[src/rtl/jtdd2_mcu_busctl.sv]
// jtdd2_mcu_busctl: arbitrates the 1 kB sub-CPU shared RAM for the
// main CPU (halt/ack handshake, main wait, idle release) and times
// the sub-CPU NMI so it never lands while the sub bus is held.
// Ports: clk, rst_n (async, active-low), cen (main clock enable),
//   main_cs, nmi_req in; main_wait_n, mcu_halt, mcu_nmi_set,
//   granted, tout out; mcu_ban (sub bus ack, active-low) in.
// Params: HOLD_CYC idle cen cycles before release (1..255),
//   TOUT_CYC ack watchdog length (1..255).
// Option: define JTDD2_BUSCTL_TIMEOUT_EN to build the REQ watchdog
//   and the sticky tout flag; otherwise REQ waits forever, tout=0.
module jtdd2_mcu_busctl #(
  parameter int HOLD_CYC = 16,
  parameter int TOUT_CYC = 200
) (
  input  logic clk,
  input  logic rst_n,
  input  logic cen,
  input  logic main_cs,
  input  logic nmi_req,
  output logic main_wait_n,
  output logic mcu_halt,
  input  logic mcu_ban,
  output logic mcu_nmi_set,
  output logic granted,
  output logic tout
);

  typedef enum logic [2:0] {
    IDLE,
    REQ,
    GRANT,
    HOLD,
    REL
  } state_t;

  localparam logic [7:0] HOLD_LD  = 8'(HOLD_CYC);
  localparam logic [7:0] TOUT_LIM = 8'(TOUT_CYC - 1);

  state_t     state;
  state_t     state_nx;
  logic [7:0] cnt;
  logic [7:0] cnt_nx;
  logic       nmi_last;
  logic       nmi_pend;
  logic       pend_nx;
  logic       nmi_edge;
  logic       nmi_srv;
  logic       wt_done;
  logic       halt_nx;
  logic       wait_nx;
  logic       gnt_nx;
`ifdef JTDD2_BUSCTL_TIMEOUT_EN
  logic       to_hit;
`endif

  always_comb begin
    nmi_edge = nmi_req & ~nmi_last;
    wt_done  = (cnt == TOUT_LIM);
    state_nx = state;
    cnt_nx   = cnt;
    nmi_srv  = 1'b0;
`ifdef JTDD2_BUSCTL_TIMEOUT_EN
    to_hit   = 1'b0;
`endif
    unique case (state)
      IDLE: begin
        // main access wins over a pending NMI
        if (main_cs) begin
          state_nx = REQ;
          cnt_nx   = '0;
        end else if (nmi_pend && mcu_ban) begin
          nmi_srv = 1'b1;
        end
      end
      REQ: begin
        if (!mcu_ban) begin
          state_nx = GRANT;
        end else if (!wt_done) begin
          cnt_nx = cnt + 8'd1;
        end
`ifdef JTDD2_BUSCTL_TIMEOUT_EN
        else begin
          state_nx = REL;
          to_hit   = 1'b1;
        end
`endif
      end
      GRANT: begin
        if (!main_cs) begin
          state_nx = HOLD;
          cnt_nx   = HOLD_LD;
        end
      end
      HOLD: begin
        if (main_cs) begin
          state_nx = GRANT;
        end else if (cnt == 8'd0) begin
          state_nx = REL;
        end else begin
          cnt_nx = cnt - 8'd1;
        end
      end
      REL: begin
        if (mcu_ban) begin
          state_nx = IDLE;
        end
      end
      default: begin
        state_nx = IDLE;
      end
    endcase

    // a new edge in the service cycle keeps the flag armed
    pend_nx = nmi_edge | (nmi_pend & ~nmi_srv);

    halt_nx = state_nx inside {REQ, GRANT, HOLD};
    gnt_nx  = state_nx inside {GRANT, HOLD};

    // outside the owned states, stall whenever main touches RAM
    unique case (state_nx)
      REQ:       wait_nx = 1'b0;
      GRANT:     wait_nx = 1'b1;
      HOLD:      wait_nx = 1'b1;
      default:   wait_nx = ~main_cs;
    endcase
  end

  always_ff @(posedge clk or negedge rst_n) begin
    if (!rst_n) begin
      state       <= IDLE;
      cnt         <= '0;
      nmi_last    <= 1'b0;
      nmi_pend    <= 1'b0;
      main_wait_n <= 1'b1;
      mcu_halt    <= 1'b0;
      mcu_nmi_set <= 1'b0;
      granted     <= 1'b0;
    end else if (cen) begin
      state       <= state_nx;
      cnt         <= cnt_nx;
      nmi_last    <= nmi_req;
      nmi_pend    <= pend_nx;
      main_wait_n <= wait_nx;
      mcu_halt    <= halt_nx;
      mcu_nmi_set <= nmi_srv;
      granted     <= gnt_nx;
    end
  end

`ifdef JTDD2_BUSCTL_TIMEOUT_EN
  always_ff @(posedge clk or negedge rst_n) begin
    if (!rst_n) begin
      tout <= 1'b0;
    end else if (cen) begin
      tout <= tout | to_hit;
    end
  end
`else
  assign tout = 1'b0;
`endif

endmodule

[config.mk]
export PLATFORM = sky130hd
export DESIGN_NAME = jtdd2_mcu_busctl
export DESIGN_NICKNAME = d
export VERILOG_FILES = /design/src/rtl/jtdd2_mcu_busctl.sv
export SDC_FILE = /design/constraint.sdc
export NUM_CORES = 1
export LEC_CHECK = 0
export CAP_MARGIN = 20
export CORE_MARGIN = 2
export CORE_UTILIZATION = 50
export DETAILED_ROUTE_END_ITERATION = 8
export GPL_TIMING_DRIVEN = 1
export PLACE_DENSITY_LB_ADDON = 0.15
export SLEW_MARGIN = 25
export SYNTH_ARGS = -nofsm -noshare
export SYNTH_HDL_FRONTEND = slang
export SYNTH_SLANG_ARGS = --single-unit
[constraint.sdc]
create_clock -name clk -period 4.05 [get_ports clk]
set_clock_uncertainty 0.2 [all_clocks]
set_input_delay 0.81 -clock clk [delete_from_list [all_inputs] [get_ports clk]]
set_output_delay 0.81 -clock clk [all_outputs]
set_load 0.01 [all_outputs]
==> flow_summary.ini <==
[status]
outcome = complete, no violations

[worst_setup_path]
path_class = flop to flop
r2r-start = state[0]
start_kind = flop
critical_path_required_ns = 4.04
end_kind = flop
arrival_ns = 3.08
worst-path-max-fanout = 9
r2r_slack_ns = 0.97
crit_start = state[0]

[timing]
period_needed_ns = 3.085
max_freq_ghz = 0.3242
setup_tns_ns = 0
worst_pin_slew_ns = 0.7567
slew_violations = 0
fin_crit_sh = 0.7617
final_hold_viol_count = 0
max_slew_margin = 0.4940
rsz0062_at_grt = no
setup_violations = 0

[drt]
drt-met1-wl_mm = 1.107
via_per_inst = 5.943
vias = 945
routed_wirelength_mm = 2.286
drc = 0
dr_wl_met2_mm = 1.055
wl_per_cell_um = 14.38
drt_iter0_drc = 17
dr_wl_met3_um = 79
ant_nets = 0
dr.pass1.iters = 4
routed.top_layer = met4

[placement]
io_buffers = 9
hpwlAfterDp_mm = 1.782
gp_congestion = 0.8584
placed_cells = 155

[clock_network]
tritoncts = yes
holdBufCountCts = 0
clockBufferDepth = 2
cts_setup_buffers = 0
clk_pin_slew_ns = 0.10
cts_sinks = 17
clock-root-buffer = clkbuf_4
cts_buffers = 3
insertion_delay_ns = 0.30
cts_resized = 0
htreeDepth = 1

[logic_synthesis]
synth_commonest_cells = dfrtp_1, nand2_1, inv_1, o21ai_0, nor2_1
synth_seq_area_share = 0.3743
synthTopCellsByArea = dfrtp_1, ha_1, o21ai_0
synth_edf_count = 0
mappedNetlistArea_um2 = 1140
synth.distinct_cells = 45
syn_area_per_cell_um2 = 9.343
syn_nets = 135
yosysWarnings = 0
synthFlopType = dfrtp_1
synth_top_area_share = 0.3513
synth_area_leader_cell = dfrtp_1
yosysMostFrequentCell = dfrtp_1
synth_seq_cells = 17
synthArstFlopShare = 1.000
syn_inst = 122

[floorplan]
die_w_um = 51.75
die-area_um2 = 2678
start_util = 0.5203
die_h_um = 51.75
num_rows = 17
ios = 11
fp.coreArea_um2 = 2191

[layout]
seqCellArea_um2 = 426.7
area_delta_synth_final_pct = 11.42
fillers = 188
stdcell_count = 159
multi_input_area_um2 = 654.4
drive_gt1_frac = 0.1221
fin_nets = 145
post-route-util = 0.5797
insertedDiodeCount = 0

[power]
ir_drop_uv = 452.6
p_leak_nw = 0.5751
power_density_nw_per_um2 = 721.4

[run]
max-cap-violations = 0

[worst_hold_path]
min_from = nmi_last
min_path_type = flop to flop

[grt]
grt_overflow = 0
grt_max_degree = 18
track_usage = 0.2017
grt_pass1_vias = 893
grt_pass1_wl_mm = 4.029
antenna_found_initial = 0
final cells by class:
cell class              count  share of cell area
clock buffers               4             0.02069
multi-input cells          91              0.5153
inverters                  10             0.02956
well taps                  28             0.02759
repair buffers              9             0.07094
flip-flops and latches     17              0.3360
worst paths after layout:
| kind | to | depth (start not counted) |
|---|---|---|
| hold / removal | nmi_pend | 1 |
| hold reg to reg | nmi_pend | 1 |
| setup reg to reg | cnt[7] | 10 |
| min in group asynchronous | nmi_last | 1 |
| setup / recovery | cnt[7] | 10 |
| max in group asynchronous | cnt[5] | 1 |
state kept, by name, summed over array words and instances, names as in the netlist:
register,cells
mcu_nmi_set,1
nmi_last,1
state,3
nmi_pend,1
granted,1
main_wait_n,1
mcu_halt,1
cnt,8
where the power goes:
part	leakage, nW	switching [W]	internal, W	total, W
Clock	0.0150	0.0000574	0.0000385	0.0000958
Sequential	0.210	0.0000849	0.000238	0.000323
Combinational	0.350	0.000251	0.000246	0.000498
Total	0.575	0.000394	0.000522	0.000916
metal layers:
layer | up-vias | GRT usage
met1 | 466 | 0.2833
met2 | 20 | 0.3056
met5 | - | 0
met4 | 0 | 0.09211
met3 | 5 | 0.03161
li1 | 454 | -
through the flow:
stage	setup WS, ns	cell area [um2]	power, W	hold slack, ns
finish	0.9653	1270	0.0009161	0.2794
global placement	0.9426	1244	0.0008105	0.2565
detailed placement	0.9444	1244	0.0008217	0.2690
CTS	0.9910	1270	0.0009173	0.2858
global route	0.8053	1270	0.0009981	0.2940
floorplan	1.285	1140	0.0006978	0.2352
critical path, cell delays in order (launching register included):
cell,delay (ns)
dfrtp_1,0.53
nor2b_1,0.29
nand2_1,0.13
inv_1,0.20
ha_1,0.31
a21o_1,0.20
a21oi_1,0.20
a21oi_1,0.10
or3_1,0.37
and4_4,0.19
a211o_1,0.26
cells by family after synthesis:
group	Yosys count	share of synthesized area
AOI/OAI and AO/OA	35	0.2196
xor gates and xnor gates	3	0.02306
adders and majority gates	7	0.08342
buffers and inverters	14	0.05159
DFF	17	0.3743
muxes	3	0.02854
other	1	0.003290
and+or+nand+nor	42	0.2162
placed cells by master, fill, tap and decap left out, types with 2 or more instances in the layout:
cell type and instances:
mux2_2 2, o221ai_1 2, inv_1 10, ha_1 6
a31oi_1 2, nand2_1 12, or4_4 2, nand4_1 2
or3_1 2, clkbuf_4 3, nand2b_1 2, a21o_1 2
nor2_1 8, o21ai_0 10, clkdlybuf4s50_1 9, a22o_2 2
a21oi_1 5, xnor2_1 2, dfrtp_1 16, nor2b_1 7
Note: power is estimated with default switching activity, not from simulation.
